**config.mk**
```make
export PLATFORM = sky130hd
export DESIGN_NAME = seq_matmul_param_flat
export DESIGN_NICKNAME = d
export VERILOG_FILES = /design/src/rtl/seq_matmul_param_pkg.sv /design/src/rtl/seq_matmul_param_if.sv /design/src/rtl/seq_matmul_param_mac_unit.sv /design/src/rtl/seq_matmul_param.sv /design/src/flat_wrapper.sv
export SDC_FILE = /design/constraint.sdc
export NUM_CORES = 2
export LEC_CHECK = 0
export BUFFER_PORTS_ARGS = -buffer_cell sky130_fd_sc_hd__buf_2
export CAP_MARGIN = 25
export CORE_MARGIN = 1.5
export CORE_UTILIZATION = 30
export CTS_CLUSTER_SIZE = 25
export DETAILED_ROUTE_END_ITERATION = 10
export GPL_TIMING_DRIVEN = 0
export PLACE_DENSITY = 0.48
export RECOVER_POWER = 50
export SYNTH_ARGS = -nofsm -noshare
export SYNTH_HDL_FRONTEND = slang
export SYNTH_HIERARCHICAL = 1
export SYNTH_SLANG_ARGS = --single-unit
```
**constraint.sdc**
```tcl
create_clock -name clk -period 12.3 [get_ports clk]
set_input_delay 1.23 -clock clk [delete_from_list [all_inputs] [get_ports clk]]
set_output_delay 1.23 -clock clk [all_outputs]
set_load 0.05 [all_outputs]
```
**src/rtl/seq_matmul_param_pkg.sv**
```systemverilog
// Shared types and helpers for the sequential parametrised matrix multiplier.
package seq_matmul_param_pkg;

  typedef enum logic [1:0] {IDLE, MAC, EMIT, DONE} state_e;

  // Index width never collapses to zero so M/K/N = 1 still gets a 1-bit port.
  function automatic int idx_w(input int x);
    return (x <= 1) ? 1 : $clog2(x);
  endfunction

endpackage

```
**src/rtl/seq_matmul_param_if.sv**
```systemverilog
// Operand fetch, result handshake and status bundle of seq_matmul_param.
interface seq_matmul_param_if
  import seq_matmul_param_pkg::*;
#(
  parameter int M      = 4,
  parameter int K      = 4,
  parameter int N      = 4,
  parameter int DATA_W = 32
);
  localparam int MW = idx_w(M);
  localparam int KW = idx_w(K);
  localparam int NW = idx_w(N);

  logic                     start;
  logic                     acc_mode;
  logic signed [DATA_W-1:0] a_in;
  logic signed [DATA_W-1:0] b_in;
  logic signed [DATA_W-1:0] current_element;
  logic                     z_ack;
  logic [MW-1:0]            a_i;
  logic [KW-1:0]            a_k;
  logic [KW-1:0]            b_k;
  logic [NW-1:0]            b_j;
  logic signed [DATA_W-1:0] z_out;
  logic [MW-1:0]            z_i;
  logic [NW-1:0]            z_j;
  logic                     z_stb;
  logic                     busy;
  logic                     done;
  logic                     overflow;

  modport slave (
    input  start, acc_mode, a_in, b_in, current_element, z_ack,
    output a_i, a_k, b_k, b_j, z_out, z_i, z_j, z_stb, busy, done, overflow
  );

  modport master (
    output start, acc_mode, a_in, b_in, current_element, z_ack,
    input  a_i, a_k, b_k, b_j, z_out, z_i, z_j, z_stb, busy, done, overflow
  );
endinterface

```
**src/rtl/seq_matmul_param_mac_unit.sv**
```systemverilog
// Signed MAC with clearable accumulator, optional C addend, and the
// saturate/truncate plus range-check applied to the finished dot product.
module matmul_mac_unit #(
  parameter int DATA_W = 32,
  parameter int ACC_W  = 2*DATA_W + 3,
  parameter int SAT    = 1
) (
  input  logic                     clk,
  input  logic                     rst,
  input  logic                     clr,
  input  logic                     en,
  input  logic                     add_c,
  input  logic signed [DATA_W-1:0] a,
  input  logic signed [DATA_W-1:0] b,
  input  logic signed [DATA_W-1:0] c,
  output logic signed [DATA_W-1:0] z,
  output logic                     ovf
);
  localparam logic signed [ACC_W-1:0] MAXV =
    {{(ACC_W-DATA_W+1){1'b0}}, {(DATA_W-1){1'b1}}};
  localparam logic signed [ACC_W-1:0] MINV =
    {{(ACC_W-DATA_W+1){1'b1}}, {(DATA_W-1){1'b0}}};

  logic signed [2*DATA_W-1:0] prod;
  logic signed [ACC_W-1:0]    acc_q, acc_d, c_ext, sum;

  always_comb begin
    prod  = a * b;
    acc_d = acc_q;
    if (clr)     acc_d = '0;
    else if (en) acc_d = acc_q + {{(ACC_W-2*DATA_W){prod[2*DATA_W-1]}}, prod};
  end

  always_comb begin
    c_ext = '0;
    if (add_c) c_ext = {{(ACC_W-DATA_W){c[DATA_W-1]}}, c};
    sum = acc_q + c_ext;
    ovf = (sum > MAXV) || (sum < MINV);
    z   = sum[DATA_W-1:0];
    // Overflow is reported either way; only the emitted value depends on SAT.
    if (SAT != 0 && ovf)
      z = sum[ACC_W-1] ? {1'b1, {(DATA_W-1){1'b0}}} : {1'b0, {(DATA_W-1){1'b1}}};
  end

  always_ff @(posedge clk or negedge rst) begin
    if (!rst) acc_q <= '0;
    else      acc_q <= acc_d;
  end
endmodule

```
**src/rtl/seq_matmul_param.sv**
```systemverilog
// Z = [C +] A(MxK)*B(KxN), one MAC per cycle, each element emitted on a
// strobe/ack handshake; operands read through combinational index ports.
module seq_matmul_param
  import seq_matmul_param_pkg::*;
#(
  parameter int M      = 4,
  parameter int K      = 4,
  parameter int N      = 4,
  parameter int DATA_W = 32,
  parameter int ACC_W  = 2*DATA_W + $clog2(K) + 1,
  parameter int SAT    = 1
) (
  input logic          clk,
  input logic          rst,
  seq_matmul_param_if.slave bus
);
  localparam int MW = idx_w(M);
  localparam int KW = idx_w(K);
  localparam int NW = idx_w(N);
  localparam logic [MW-1:0] M_LAST = MW'(M-1);
  localparam logic [KW-1:0] K_LAST = KW'(K-1);
  localparam logic [NW-1:0] N_LAST = NW'(N-1);

  state_e             state_q, state_d;
  logic [KW-1:0]      k_q, k_d;
  logic [MW-1:0]      zi_q, zi_d;
  logic [NW-1:0]      zj_q, zj_d;
  logic [DATA_W-1:0]  zout_q, zout_d;
  logic               stb_q, stb_d;
  logic               busy_q, busy_d;
  logic               done_q, done_d;
  logic               ovf_q, ovf_d;
  logic               accm_q, accm_d;
  logic               mac_clr, mac_en, mac_ovf;
  logic signed [DATA_W-1:0] mac_z;

  matmul_mac_unit #(.DATA_W(DATA_W), .ACC_W(ACC_W), .SAT(SAT)) u_mac (
    .clk   (clk),
    .rst   (rst),
    .clr   (mac_clr),
    .en    (mac_en),
    .add_c (accm_q),
    .a     (bus.a_in),
    .b     (bus.b_in),
    .c     (bus.current_element),
    .z     (mac_z),
    .ovf   (mac_ovf)
  );

  always_comb begin
    state_d = state_q;
    k_d     = k_q;
    zi_d    = zi_q;
    zj_d    = zj_q;
    zout_d  = zout_q;
    stb_d   = stb_q;
    ovf_d   = ovf_q;
    accm_d  = accm_q;
    mac_clr = 1'b0;
    mac_en  = 1'b0;
    case (state_q)
      IDLE: if (bus.start) begin
        state_d = MAC;
        accm_d  = bus.acc_mode;
        k_d     = '0;
        zi_d    = '0;
        zj_d    = '0;
        ovf_d   = 1'b0;
        mac_clr = 1'b1;
      end
      MAC: begin
        mac_en = 1'b1;
        if (k_q == K_LAST) begin
          k_d     = '0;
          state_d = EMIT;
        end else begin
          k_d = k_q + KW'(1);
        end
      end
      EMIT: begin
        // First EMIT cycle captures the result; later cycles wait for the ack.
        if (!stb_q) begin
          zout_d = mac_z;
          ovf_d  = ovf_q | mac_ovf;
          stb_d  = 1'b1;
        end else if (bus.z_ack) begin
          stb_d = 1'b0;
          if (zi_q == M_LAST && zj_q == N_LAST) begin
            state_d = DONE;
          end else begin
            state_d = MAC;
            mac_clr = 1'b1;
            k_d     = '0;
            if (zj_q == N_LAST) begin
              zj_d = '0;
              zi_d = zi_q + MW'(1);
            end else begin
              zj_d = zj_q + NW'(1);
            end
          end
        end
      end
      DONE: if (!bus.start) state_d = IDLE;
      default: state_d = IDLE;
    endcase
    busy_d = (state_d == MAC) || (state_d == EMIT);
    done_d = (state_d == DONE);
  end

  always_ff @(posedge clk or negedge rst) begin
    if (!rst) begin
      state_q <= IDLE;
      k_q     <= '0;
      zi_q    <= '0;
      zj_q    <= '0;
      zout_q  <= '0;
      stb_q   <= 1'b0;
      busy_q  <= 1'b0;
      done_q  <= 1'b0;
      ovf_q   <= 1'b0;
      accm_q  <= 1'b0;
    end else begin
      state_q <= state_d;
      k_q     <= k_d;
      zi_q    <= zi_d;
      zj_q    <= zj_d;
      zout_q  <= zout_d;
      stb_q   <= stb_d;
      busy_q  <= busy_d;
      done_q  <= done_d;
      ovf_q   <= ovf_d;
      accm_q  <= accm_d;
    end
  end

  assign bus.a_i      = zi_q;
  assign bus.a_k      = k_q;
  assign bus.b_k      = k_q;
  assign bus.b_j      = zj_q;
  assign bus.z_i      = zi_q;
  assign bus.z_j      = zj_q;
  assign bus.z_out    = zout_q;
  assign bus.z_stb    = stb_q;
  assign bus.busy     = busy_q;
  assign bus.done     = done_q;
  assign bus.overflow = ovf_q;
endmodule

```
**src/flat_wrapper.sv**
```systemverilog
// flat-port wrapper written by rule: the top's interface ports become plain ports
module seq_matmul_param_flat import seq_matmul_param_pkg::*;
#(
  parameter int M      = 4,
  parameter int K      = 4,
  parameter int N      = 4,
  parameter int DATA_W = 32,
  parameter int ACC_W  = 2*DATA_W + $clog2(K) + 1,
  parameter int SAT    = 1
)
  (clk, rst, bus_start, bus_acc_mode, bus_a_in, bus_b_in, bus_current_element, bus_z_ack, bus_a_i, bus_a_k, bus_b_k, bus_b_j, bus_z_out, bus_z_i, bus_z_j, bus_z_stb, bus_busy, bus_done, bus_overflow);
  seq_matmul_param_if #(.M(M), .K(K), .N(N), .DATA_W(DATA_W)) bus_i ();
  input logic clk;
  input logic rst;
  input wire logic [$bits(bus_i.start)-1:0] bus_start;
  input wire logic [$bits(bus_i.acc_mode)-1:0] bus_acc_mode;
  input wire logic [$bits(bus_i.a_in)-1:0] bus_a_in;
  input wire logic [$bits(bus_i.b_in)-1:0] bus_b_in;
  input wire logic [$bits(bus_i.current_element)-1:0] bus_current_element;
  input wire logic [$bits(bus_i.z_ack)-1:0] bus_z_ack;
  output wire logic [$bits(bus_i.a_i)-1:0] bus_a_i;
  output wire logic [$bits(bus_i.a_k)-1:0] bus_a_k;
  output wire logic [$bits(bus_i.b_k)-1:0] bus_b_k;
  output wire logic [$bits(bus_i.b_j)-1:0] bus_b_j;
  output wire logic [$bits(bus_i.z_out)-1:0] bus_z_out;
  output wire logic [$bits(bus_i.z_i)-1:0] bus_z_i;
  output wire logic [$bits(bus_i.z_j)-1:0] bus_z_j;
  output wire logic [$bits(bus_i.z_stb)-1:0] bus_z_stb;
  output wire logic [$bits(bus_i.busy)-1:0] bus_busy;
  output wire logic [$bits(bus_i.done)-1:0] bus_done;
  output wire logic [$bits(bus_i.overflow)-1:0] bus_overflow;
  assign bus_i.start = bus_start;
  assign bus_i.acc_mode = bus_acc_mode;
  assign bus_i.a_in = bus_a_in;
  assign bus_i.b_in = bus_b_in;
  assign bus_i.current_element = bus_current_element;
  assign bus_i.z_ack = bus_z_ack;
  assign bus_a_i = bus_i.a_i;
  assign bus_a_k = bus_i.a_k;
  assign bus_b_k = bus_i.b_k;
  assign bus_b_j = bus_i.b_j;
  assign bus_z_out = bus_i.z_out;
  assign bus_z_i = bus_i.z_i;
  assign bus_z_j = bus_i.z_j;
  assign bus_z_stb = bus_i.z_stb;
  assign bus_busy = bus_i.busy;
  assign bus_done = bus_i.done;
  assign bus_overflow = bus_i.overflow;
  seq_matmul_param #(.M(M), .K(K), .N(N), .DATA_W(DATA_W), .ACC_W(ACC_W), .SAT(SAT)) u_core (.clk(clk), .rst(rst), .bus(bus_i));
endmodule
```
# After elaboration in Yosys (flattened, before gate mapping)
# Cells that the tools add are included.
dict set report word_totals {
  register_bits 112
  inputBits 101
  out_inout_bits 48
  word_cells 88
}
dict set report op_classes {
  addsub 5
  n_mul 1
  magnitude_cmp 2
  eq_ne 15
  mux 39
  n_bitwise 2
  n_reduce_logical 13
}
# operator count
set op_table {}
lappend op_table {{$mux W67} 3}
lappend op_table {{$add A67 B67 Y67} 2}
lappend op_table {{$gt A67 B32 Y1 const B} 1}
lappend op_table {{$lt A67 B32 Y1 const B} 1}
lappend op_table {{$mul A32 B32 Y64} 1}
lappend op_table {{$mux W32} 2}
lappend op_table {{$mux W2} 19}
lappend op_table {{$eq A2 B2 Y1 const B} 7}
lappend op_table {{$reduce_and A5 Y1} 2}
lappend op_table {{$mux W1} 9}
lappend op_table {{$ne A2 B2 Y1 const B} 4}
lappend op_table {{$pmux W2 S2} 2}
lappend op_table {{$pmux W2 S4} 1}
lappend op_table {{$add A2 B1 Y2 const B} 3}
lappend op_table {{$pmux W2 S3} 1}
lappend op_table {{$reduce_and A6 Y1} 1}
lappend op_table {{$eq A2 B1 Y1 const B} 2}
lappend op_table {{$ne A2 B1 Y1 const B} 2}
lappend op_table {{$pmux W1 S2} 2}
lappend op_table {{$reduce_and A2 Y1} 2}
lappend op_table {{$reduce_bool A2 Y1} 2}
lappend op_table {{$reduce_and A3 Y1} 1}
lappend op_table {{$reduce_bool A3 Y1} 1}
lappend op_table {{$logic_not A2 Y1} 1}
lappend op_table {{other kinds (4)} 5}

# Longest topological paths before layout
dict set report depth {
  word_depth 8
  depth_mapped 42
  ltp_nobuf 41
}

# Cells and area by module
# Netlist, hierarchy kept.
# module instances cells_per_inst area_each_um2 seq_area_each_um2
set by_module_without_submodules {}
lappend by_module_without_submodules {matmul_mac_unit 1 5245 46863.7 1676.6}
lappend by_module_without_submodules {seq_matmul_param 1 134 1920.6 1126.1}

# Least setup slack after synthesis
# No wires, ideal clock.
dict set report synth_path {
  path_type {input to register}
  startpoint {input port bus_b_in[2]}
  endpoint {register u_core.u_mac.acc_q[66]}
  setup_ns 0.127
  arrival_ns 10.559
  required_ns 12.173
  setup_slack_ns 1.614
  path_stages 35
  n_path_buf 1
  path_cell_list {clkbuf_1 nand2_1 inv_1 fa_1 fa_1 fa_1 inv_1 fa_1 inv_1 fa_1 fa_1 fa_1 fa_1 ha_1 a211oi_1 nand3_1 a2111oi_2 nor2_1 a221oi_2 o21ai_0 a21o_1 a21o_1 xor2_1 ha_1 a21oi_1 nor2b_1 o21ai_0 nand2b_1 a21o_1 a21oi_1 nand3b_1 a21oi_1 nor3_1 mux2_2 mux2_1}
}
dict set report synth_via {
  elab_chain_cells 4
}
# element line_no
set synth_rtl {}
lappend synth_rtl {{start: declaration} flat_wrapper.sv:18} ;# input wire logic [$bits(bus_i.b_in)-1:0] bus_b_in;
lappend synth_rtl {{$mul A32 B32 Y64} seq_matmul_param_mac_unit.sv:28} ;# prod = a * b;
lappend synth_rtl {{$add A67 B67 Y67} seq_matmul_param_mac_unit.sv:31} ;# else if (en) acc_d = acc_q + {{(ACC_W-2*DATA_W){prod[2*DATA_W-1]}}, prod};
lappend synth_rtl {{$mux W67} seq_matmul_param_mac_unit.sv:31}
lappend synth_rtl {{$mux W67} seq_matmul_param_mac_unit.sv:30} ;# if (clr) acc_d = '0;
lappend synth_rtl {{end signal: assignment} seq_matmul_param_mac_unit.sv:46} ;# if (!rst) acc_q <= '0;
lappend synth_rtl {{end signal: assignment} seq_matmul_param_mac_unit.sv:47} ;# else acc_q <= acc_d;
lappend synth_rtl {{end: declaration} seq_matmul_param_mac_unit.sv:25} ;# logic signed [ACC_W-1:0] acc_q, acc_d, c_ext, sum;
# No other way between the ends. The select of a mux whose other input is x is not followed.
# A chain may end at the register's enable or synchronous reset.

# Worst setup path after layout
dict set report layout_path {
  startpoint {input port bus_a_in[12]}
  endpoint {register u_core.u_mac.acc_q[66]}
}
dict set report layout_via {
  elab_chain_cells 4
}
# element line_no
set layout_rtl {}
lappend layout_rtl {{start: declaration} flat_wrapper.sv:17} ;# input wire logic [$bits(bus_i.a_in)-1:0] bus_a_in;
lappend layout_rtl {{$mul A32 B32 Y64} seq_matmul_param_mac_unit.sv:28}
lappend layout_rtl {{$add A67 B67 Y67} seq_matmul_param_mac_unit.sv:31}
lappend layout_rtl {{$mux W67} seq_matmul_param_mac_unit.sv:31}
lappend layout_rtl {{$mux W67} seq_matmul_param_mac_unit.sv:30}
# No other way between the ends. The select of a mux whose other input is x is not followed.

==> impl_metrics.py <==
metrics = {
    "sta": {
        "final-hold-violation-count": 0,
        "setup_violations": 0,
        "worst_slew_pin_slew_ns": 4.48,
        "fin_ws_ns": 0.502,
        "period_needed_ns": 11.80,
        "drv_slew": 115,
        "clock-skew-final_ns": 0.0137,
        "fmax_mhz": 84.8,
        "rsz0062_at_grt": "false",
        "fin_crit_sh": 0.959,
        "relSlewSlack": -1.98,
    },
    "synthesis": {
        "syn_nets": 6886,
        "netlist_instances": 5379,
        "synth_commonest_cells": "1084 x fa_1, 966 x inv_1, 629 x nand2_1, 541 x and2_1, 322 x ha_1",
        "synth_edf_count": 0,
        "synth_largest_type_area_fraction": 0.445,
        "synth_area_um2": 48800,
        "synth_top_area_cell": "fa_1",
        "ys_warn_count": 6,
        "synth_flop_cell": "dfrtp_1",
        "async_flop_share": 1.00,
        "synthDistinctLibCells": 97,
        "yosysSeqAreaShare": 0.0575,
        "yosysMostFrequentCell": "fa_1",
        "synth.avg_cell_area_um2": 9.07,
        "ys_ff_latch": 112,
        "yosys-top-cells-area": "fa_1 44%, ha_1 8.3%, inv_1 7.4%, and2_1 6.9%, dfrtp_1 5.7%",
    },
    "critical_path": {
        "worstPathMaxFanout": 10,
        "critPathMostFrequentCell": "fa_1",
        "cpMaxStageDelayCell": "fa_1",
        "end_kind": "register",
        "crit_type": "in2reg",
        "crit_required_ns": 12.57,
        "path_delay_family": "adder cells",
        "crit_buf_inv": 5,
        "slowest_delay_ns": 0.70,
        "startpoint_type": "input pin",
        "worstPathArrival_ns": 12.06,
    },
    "floorplanning": {
        "die_area_um2": 165000,
        "core_um2": 161000,
        "chipHeight_um": 406,
        "fp-row-count": 147,
        "io_pins": 149,
        "fp.dieW_um": 406,
        "start_util": 0.303,
    },
    "finish": {
        "fillers": 17000,
        "final_cells": 7724,
        "num-nets-final": 7058,
        "drive_above_1_share": 0.0749,
        "syn2layout_area_growth_pct": 8.50,
    },
    "clock_network": {
        "cts.clk_slew.worst_paths_ns": 0.08,
        "cts_buffer_depth": 2,
        "cts_buffers": 9,
        "cts-root-buf": "clkbuf_16",
        "clkLatencyLatePin_ns": 0.39,
        "cts_tree": "yes",
        "htreeDepth": 3,
        "cts.sinks": 112,
    },
    "status": {
        "violations": "max-capacitance violations, max-slew violations",
        "status": "complete, but fails checks",
    },
    "global_routing": {
        "antenna_found_initial": 17,
        "grt_max_degree": 79,
        "grt_pass1_wl_um": 259000,
        "grt_util_all_layers": 0.211,
        "grt.overflow.total": 0,
        "grt_pass1_vias": 39500,
    },
    "flow_run": {
        "cap_violations": 2,
    },
    "route": {
        "drt_iter0_drc": 2458,
        "route.detailed.drc": 0,
        "num_vias": 37800,
        "first_pass_iters": 6,
        "routedWlPerCell_um": 22.1,
        "avgViaCountPerCell": 4.90,
        "drt-total-wl_um": 171000,
        "ant_nets": 0,
    },
    "placed_design": {
        "dpl.cell_count": 7699,
        "preCtsSetupSlack_ns": -1.61,
        "portBuffers": 148,
        "dp_hpwl_um": 151000,
        "gp_congestion": 0.938,
    },
    "min_path": {
        "hold_path.class": "reg2reg",
    },
}
## stage by stage
step	instance area, µm²	TNS (ns)	util	hold slack (ns)
2_1_floorplan	48800	0	-	0.492
3_3_place_gp	52200	-12.15	0.325	0.470
3_5_place_dp	52400	-10.92	0.326	0.478
4_1_cts	52800	0	0.328	0.498
5_1_grt	52900	0	0.329	0.516
6_report	52900	0	0.329	0.491
## final timing paths
path / end / slack, ns / startpoint / cells past startpoint
max: u_core/u_mac/acc_q[66] / 0.50 / bus_a_in[12] / 36
min: u_core/bus.z_out[9] / 0.49 / u_core/bus.z_out[9] / 1
max reg2reg: u_core/bus.z_out[9] / 6.81 / u_core/accm_q / 18
min reg2reg: u_core/bus.z_out[9] / 0.49 / u_core/bus.z_out[9] / 1
max in group asynchronous: u_core/u_mac/acc_q[47] / 5.60 / rst / 2
min in group asynchronous: u_core/accm_q / 1.50 / rst / 1
## layout make-up
type,instances,area [µm²],area share
clock buffers,10,229,0.00433
plain buffers,269,1260,0.0239
repair buffers,163,923,0.0174
clock inverters,6,61.3,0.00116
flip-flops and latches,112,2800,0.0530
multi-input cells,4030,41300,0.780
diodes,8,20.0,0.000378
well taps,2160,2700,0.0511
inverters,966,3630,0.0686
## placed cells by master (no fill, tap or decap), types with 33 or more instances in the layout
cell type / n
a21o_1: 107
a21oi_1: 180
and2_1: 541
buf_2: 152
clkbuf_1: 138
clkbuf_2: 100
dfrtp_1: 112
fa_1: 1082
ha_1: 321
inv_1: 965
mux2_2: 33
mux2i_1: 47
nand2_1: 629
nand3_1: 38
nand4_1: 40
nor2_1: 213
nor3_1: 42
o21ai_0: 108
xnor2_1: 106
xor2_1: 65
## cells by family (layout without fill, tap and decap cells)
logic type / Yosys count / after routing / share of synthesized area
multiplexers: 84 / 84 / 0.0182
buffers and inverters: 1237 / 1414 / 0.0971
adder cells (fa/ha/maj): 1406 / 1406 / 0.527
AO/OA/AOI/OAI: 686 / 686 / 0.0949
flip-flops: 112 / 112 / 0.0575
other: 0 / 8 / 0
XOR/XNOR: 171 / 171 / 0.0307
AND/OR/NAND/NOR: 1683 / 1683 / 0.174
## sequential cells by signal, indices dropped and copies added (netlist names)
signal and cells:
u_core/bus.busy 1, u_core/bus.overflow 1, u_core/u_mac/acc_q 67, u_core/bus.a_k 2, u_core/state_q 2, u_core/accm_q 1, u_core/bus.z_stb 1, u_core/bus.a_i 2
u_core/bus.done 1, u_core/bus.z_out 32, u_core/bus.b_j 2
## layer usage
| layer | up-vias | GRT usage | wire (µm) |
|---|---|---|---|
| li1 | 17100 | - | - |
| met2 | 936 | 0.362 | 83700 |
| met1 | 19600 | 0.282 | 73200 |
| met5 | - | 0 | 13 |
| met3 | 179 | 0.0211 | 8190 |
| met4 | 2 | 0.0558 | 5480 |
## timing repair
item                                   CTS  global route
endpoints found under the hold margin    0             0
resized for setup                       56           175
setup endpoints to repair               11            13
pin swaps                                1             2
setup buffers                            1             2
hold buffers                             0             0
Power is not shown: default switching activity piles up to over one toggle a cycle in this logic, so the estimate is an artifact.
